### src/rtl/apb_arb_pkg.sv
// Shared types for the two-master APB GPIO arbiter.
package apb_arb_pkg;

  typedef enum logic [1:0] {
    IDLE,
    SETUP,
    ACCESS
  } arb_state_e;

  typedef enum logic {
    GNT_M0,
    GNT_M1
  } arb_gnt_e;

endpackage

### src/rtl/apb_arb_rr2.sv
// Combinational two-way picker: a lone requester wins; on a tie the fixed
// priority favours m0, otherwise the master that did not win last time.
module apb_arb_rr2
  import apb_arb_pkg::*;
(
  input  logic [1:0] req,
  input  arb_gnt_e   last,
  input  logic       fixed,
  output arb_gnt_e   gnt
);

  // Select the winner from the current request pair.
  always_comb begin
    gnt = GNT_M0;
    case (req)
      2'b01:   gnt = GNT_M0;
      2'b10:   gnt = GNT_M1;
      2'b11:   gnt = (fixed || (last == GNT_M1)) ? GNT_M0 : GNT_M1;
      default: gnt = GNT_M0;
    endcase
  end

endmodule

### src/rtl/apb_gpio_arbiter.sv
// 2:1 APB arbiter sharing one GPIO slave between m0 (core bus) and m1
// (event/DMA unit). One transfer at a time, with optional access timeout.
module apb_gpio_arbiter
  import apb_arb_pkg::*;
#(
  parameter int unsigned APB_ADDR_WIDTH = 12,
  parameter int unsigned FIXED_PRIO     = 0,
  parameter int unsigned TIMEOUT_CYCLES = 256
) (
  input  logic                      HCLK,
  input  logic                      HRESETn,
  input  logic [APB_ADDR_WIDTH-1:0] m0_PADDR,
  input  logic [31:0]               m0_PWDATA,
  input  logic                      m0_PWRITE,
  input  logic                      m0_PSEL,
  input  logic                      m0_PENABLE,
  output logic [31:0]               m0_PRDATA,
  output logic                      m0_PREADY,
  output logic                      m0_PSLVERR,
  input  logic [APB_ADDR_WIDTH-1:0] m1_PADDR,
  input  logic [31:0]               m1_PWDATA,
  input  logic                      m1_PWRITE,
  input  logic                      m1_PSEL,
  input  logic                      m1_PENABLE,
  output logic [31:0]               m1_PRDATA,
  output logic                      m1_PREADY,
  output logic                      m1_PSLVERR,
  output logic [APB_ADDR_WIDTH-1:0] s_PADDR,
  output logic [31:0]               s_PWDATA,
  output logic                      s_PWRITE,
  output logic                      s_PSEL,
  output logic                      s_PENABLE,
  input  logic [31:0]               s_PRDATA,
  input  logic                      s_PREADY,
  input  logic                      s_PSLVERR
);

  // Counter is kept at least one bit wide so the timeout-off build still elaborates.
  localparam int unsigned TO_CNT_W = (TIMEOUT_CYCLES > 0) ? $clog2(TIMEOUT_CYCLES + 1) : 1;
  localparam logic [TO_CNT_W-1:0] TO_LIMIT = TO_CNT_W'(TIMEOUT_CYCLES);

  arb_state_e          state;
  arb_state_e          state_nxt;
  arb_gnt_e            gnt;
  arb_gnt_e            last_gnt;
  arb_gnt_e            pick;
  logic [TO_CNT_W-1:0] to_cnt;
  logic                any_req;
  logic                timed_out;
  logic                done;
  logic [31:0]         rsp_data;
  logic                rsp_err;

  apb_arb_rr2 u_rr2 (
    .req   ({m1_PSEL, m0_PSEL}),
    .last  (last_gnt),
    .fixed (FIXED_PRIO != 0),
    .gnt   (pick)
  );

  // Transfer-end conditions: slave ready, or the stall counter hit its limit.
  always_comb begin
    any_req   = m0_PSEL | m1_PSEL;
    timed_out = (TIMEOUT_CYCLES != 0) && (state == ACCESS) && (to_cnt == TO_LIMIT);
    done      = (state == ACCESS) && (timed_out || s_PREADY);
    rsp_data  = timed_out ? '0 : s_PRDATA;
    rsp_err   = timed_out | s_PSLVERR;
  end

  // State, grant, last winner and ACCESS stall counter.
  always_ff @(posedge HCLK or negedge HRESETn) begin
    if (!HRESETn) begin
      state    <= IDLE;
      gnt      <= GNT_M0;
      last_gnt <= GNT_M1;
      to_cnt   <= '0;
    end else begin
      state <= state_nxt;
      if (state == IDLE && any_req) gnt <= pick;
      if (done) last_gnt <= gnt;
      // Any ACCESS cycle that does not end the transfer is a stalled one.
      if (state == ACCESS && !done) to_cnt <= to_cnt + 1'b1;
      else                          to_cnt <= '0;
    end
  end

  // Next-state sequencing IDLE -> SETUP -> ACCESS -> IDLE.
  always_comb begin
    state_nxt = state;
    case (state)
      IDLE:    if (any_req) state_nxt = SETUP;
      SETUP:   state_nxt = ACCESS;
      ACCESS:  if (done) state_nxt = IDLE;
      default: state_nxt = IDLE;
    endcase
  end

  // Slave-side mux and response routing to the granted master.
  always_comb begin
    s_PADDR    = '0;
    s_PWDATA   = '0;
    s_PWRITE   = 1'b0;
    s_PSEL     = 1'b0;
    s_PENABLE  = 1'b0;
    m0_PRDATA  = '0;
    m0_PREADY  = 1'b0;
    m0_PSLVERR = 1'b0;
    m1_PRDATA  = '0;
    m1_PREADY  = 1'b0;
    m1_PSLVERR = 1'b0;
    if (state == SETUP || state == ACCESS) begin
      s_PADDR   = (gnt == GNT_M1) ? m1_PADDR  : m0_PADDR;
      s_PWDATA  = (gnt == GNT_M1) ? m1_PWDATA : m0_PWDATA;
      s_PWRITE  = (gnt == GNT_M1) ? m1_PWRITE : m0_PWRITE;
      s_PSEL    = !timed_out;
      s_PENABLE = (state == ACCESS) && !timed_out;
    end
    // A winner that has already dropped PSEL gets no response.
    if (done && gnt == GNT_M0 && m0_PSEL) begin
      m0_PREADY  = 1'b1;
      m0_PRDATA  = rsp_data;
      m0_PSLVERR = rsp_err;
    end
    if (done && gnt == GNT_M1 && m1_PSEL) begin
      m1_PREADY  = 1'b1;
      m1_PRDATA  = rsp_data;
      m1_PSLVERR = rsp_err;
    end
  end

  a_m0_pen_sel : assert property (@(posedge HCLK) disable iff (!HRESETn) m0_PENABLE |-> m0_PSEL);
  a_m1_pen_sel : assert property (@(posedge HCLK) disable iff (!HRESETn) m1_PENABLE |-> m1_PSEL);
  a_m0_setup   : assert property (@(posedge HCLK) disable iff (!HRESETn) $rose(m0_PSEL) |-> !m0_PENABLE);
  a_m1_setup   : assert property (@(posedge HCLK) disable iff (!HRESETn) $rose(m1_PSEL) |-> !m1_PENABLE);

endmodule

### config.mk
export PLATFORM = sky130hd
export DESIGN_NAME = apb_gpio_arbiter
export DESIGN_NICKNAME = d
export VERILOG_FILES = /design/src/rtl/apb_arb_pkg.sv /design/src/rtl/apb_arb_rr2.sv /design/src/rtl/apb_gpio_arbiter.sv
export SDC_FILE = /design/constraint.sdc
export NUM_CORES = 1
export LEC_CHECK = 0
export CORE_AREA = 10 10 101 103
export CTS_BUF_LIST = sky130_fd_sc_hd__clkbuf_4 sky130_fd_sc_hd__clkbuf_8
export CTS_CLUSTER_SIZE = 24
export DETAILED_ROUTE_END_ITERATION = 7
export DIE_AREA = 0 0 111 113
export PLACE_DENSITY = 0.77
export RECOVER_POWER = 50
export SYNTH_ARGS = -nofsm -noshare
export SYNTH_HDL_FRONTEND = slang
export SYNTH_SLANG_ARGS = --single-unit
### constraint.sdc
create_clock -name HCLK -period 1.8 [get_ports HCLK]
set_input_delay 0.27 -clock HCLK [delete_from_list [all_inputs] [get_ports HCLK]]
set_output_delay 0.27 -clock HCLK [all_outputs]
set_load 0.05 [all_outputs]
==> results by group <==
Setup path
  • Critical Path RT: about 1.5 ns
  • CP cell instances: inv_1, ha_2, nor4b_4, buf_4, a21o_4, buf_12, nor2_2, buf_12
  • Max incr delay on CP: 0.39 ns
  • Critical Path Fanout Max: 11
  • Startpoint types: register
  • Worst r2r src: to_cnt[0]
  • Worst r2r dst: state[1]
  • Worst reg2reg path depth: 5
  • Register-to-register setup slack: 0 ns
  • CP Launch Point: to_cnt[0]
  • Crit path to: m0_PRDATA[4]
  • CP max stage cell: dfrtp_1
  • Crit path arrival time: a little under 2 ns
  • Worst setup path class: register to output pin
  • Crit path top cell by count: buf_12
  • Crit. End Element: output pin

Timing
  • Worst Slack Setup Final: -0.422 ns
  • RSZ-0062 raised after global routing: true
  • Count of final hold-check violations: 0
  • Setup Viol. Count Final: between 100 and 150
  • Fmax: 0.450 GHz
  • TNS Setup: -33.13 ns
  • Minimum clock period: roughly 2.2 ns
  • Worst Clk Skew: approximately 0.0042 ns
  • Fin crit share: 1.23
  • Slew HR: 0.604
  • Worst-margin pin slew: roughly 0.59 ns
  • Final max-slew violation count: 0

Placement
  • Dpl cell area: approximately 6300 sq um
  • Number of placed cells counting well taps: between 600 and 700
  • HPWL after DPL: around 11000 microns
  • Routability cong.: 0.856
  • IO buf count: around 240

Hold path
  • Worst min path class: primary input to asynchronous set/reset pin

Yosys
  • Syn Nets: 428
  • Seq cells post-synth: 13
  • Yosys warnings: 0
  • Yosys cell types: 38
  • Syn Inst Count: 293
  • Mapped cell area: between 2000 and 2500 sq um
  • Seq/Total Area, Yosys: 0.162
  • Syn avg cell area: 6.90 sq um

Cells and area
  • Final Net Count: roughly 710
  • Fin cells: just under 700
  • Fin area: approximately 7200 sq um
  • Antenna Diode Count: 0
  • Synth-to-Final Area Change: 255%
  • Share of post-route cells with drive strength above 1: 0.539

Route
  • Routed len/inst: between 20 and 25 microns
  • Vias: between 3000 and 4000
  • Final ANT Viol Nets: 0
  • Initial DRC Count: around 130
  • Detailed Routing Iterations Pass 1: 5
  • Routed wire length: 16400 microns
  • DR vias/cell: between 5 and 6
  • DRC: 0

Clock tree
  • Number of clock sinks: 13
  • CTS H-tree lvls: 1
  • Reg clk slew, reported paths: about 0.060 ns
  • Max Root-Sink Buffers: 2
  • TritonCTS buffer count: 3
  • Root Buffer: clkbuf_8
  • Clock Latency Late Sink: between 0.2 and 0.3 ns
  • CTS tree: built

Floorplanning
  • Core ar.: 8130 sq um
  • # IOs: roughly 250
  • Initial Utilization: 0.249
  • Full die area: ~13000 sq um
  • Die width: 111 microns
  • FP Rows: 33
  • Die height: 113 microns

GRT
  • Largest net degree at the start of global routing: 43
  • Vias in the first global route: slightly below 4000
  • Initial antenna violation count: 0
  • GRT Total Usage: 0.232
  • Global-route wire length before repair: roughly 24000 microns
  • Grt total ovfl: 0

Power
  • PD cells: ~1600 nW/um^2
  • Lkg Pwr: about 2.9 nW
  • VDD IR-drop max: ~1500 uV

Run
  • Max cap viols: 0

Status
  • Status: complete, but fails checks
  • Failing checks: setup timing
## cells in the mapped netlist (all sizes together)
cell / number / area, sq um
a21o: 2 / 15.0
a21oi: 7 / 35.0
a221oi: 1 / 8.76
a311o: 1 / 10.0
a31oi: 1 / 6.26
a32o: 1 / 10.0
and2: 1 / 6.26
and2b: 1 / 8.76
and3: 1 / 6.26
buf: 13 / 73.8
clkbuf: 8 / 40.0
dfrtp: 12 / 300
dfstp: 1 / 26.3
ha: 5 / 62.6
inv: 6 / 22.5
mux2i: 45 / 450
nand2: 38 / 143
nand2b: 1 / 6.26
nand3: 6 / 30.0
nand3b: 1 / 7.51
nand4: 1 / 6.26
nor2: 72 / 270
nor2b: 46 / 288
nor3: 1 / 5.00
nor3b: 1 / 7.51
nor4b: 2 / 30.0
o211a: 1 / 10.0
o211ai: 1 / 7.51
o21ai: 6 / 41.3
or3: 4 / 25.0
or3b: 1 / 8.76
or4b: 2 / 27.5
xnor2: 1 / 8.76
xor2: 2 / 17.5
## timing repair
action	4_1_cts	5_1_grt
hold buffers	0	0
hold endpoints to repair	0	0
pin swaps	20	5
setup endpoints to repair	116	116
resized for setup	106	22
setup buffers	14	4
cloned	9	2
## area by class of cell
class | count | area [sq um]
sequential | 13 | 328
timing repair buffer | 298 | 4230
tap | 105 | 131
clock buffer | 4 | 48.8
inverter | 6 | 22.5
fill | 333 | 961
multi-input combinational | 254 | 2410
## how the worst min path moves through the flow
stage	start	to	slack, ns	cells after the start
2_1_floorplan	HRESETn	gnt	-0.03	0
3_3_place_gp	last_gnt	last_gnt	0.51	2
3_5_place_dp	last_gnt	last_gnt	0.51	2
4_1_cts	HRESETn	to_cnt[3]	0.41	1
5_1_grt	HRESETn	to_cnt[5]	0.52	1
6_report	HRESETn	to_cnt[5]	0.47	1
## routing by layer
layer  track usage  vias up  routed length, microns  part of all wire
li1              -     1538                       -                 -
met3        0.0803       27                    1430             0.088
met5             0        -                       0                 0
met1         0.217     1683                    5300              0.32
met4        0.0356        0                     368             0.022
met2         0.476      222                    9270              0.57
## per-stage QoR
step	hold slack, ns	worst slack [ns]	total power [W]	utilization
2_1_floorplan	-0.0256	-0.208	0.00476	-
3_3_place_gp	0.509	-0.111	0.00872	0.770
3_5_place_dp	0.514	-0.148	0.00883	0.770
4_1_cts	0.415	-0.289	0.0118	0.885
5_1_grt	0.515	-0.452	0.0116	0.882
6_report	0.465	-0.422	0.0112	0.882
## cells by family after synthesis
kind of cell	after synthesis	share of synthesized area
AND/OR/NAND/NOR	179	0.433
buffers and inverters	27	0.0675
AO/OA/AOI/OAI	21	0.0712
multiplexers	45	0.223
XOR/XNOR	3	0.0130
adder cells (fa/ha/maj)	5	0.0309
flip-flops	13	0.162
## power by group
| group | internal (W) | total (W) | switching [W] |
|---|---|---|---|
| Combinational | 0.00539 | 0.0105 | 0.00514 |
| Clock | 0.000172 | 0.000282 | 0.000111 |
| Sequential | 0.000345 | 0.000400 | 0.0000552 |
## cell usage in the layout, fill, tap and decap left out, drive strengths merged, types with 2 or more instances in the layout
master           n
buf            169
clkdlybuf4s50  126
nor2            72
nor2b           46
mux2i           45
nand2           38
dfrtp           12
a21oi            7
nand3            6
o21ai            6
inv              6
clkbuf           6
ha               5
or3              4
a21o             3
or4b             2
xor2             2
nor4b            2
## worst max-delay path: cells and delay by family, from the launching register on
family / cells / cell delay (ns)
buffers and inverters: 4 / 0.58
flip-flops: 1 / 0.39
AND/OR/NAND/NOR: 2 / 0.32
AO/OA/AOI/OAI: 1 / 0.20
adder cells (fa/ha/maj): 1 / 0.19
## state kept, by name (all words and copies together), names as in the netlist
| name | flops |
|---|---|
| gnt | 1 |
| state | 2 |
| last_gnt | 1 |
| to_cnt | 9 |
(Power assumes the default switching activity.)
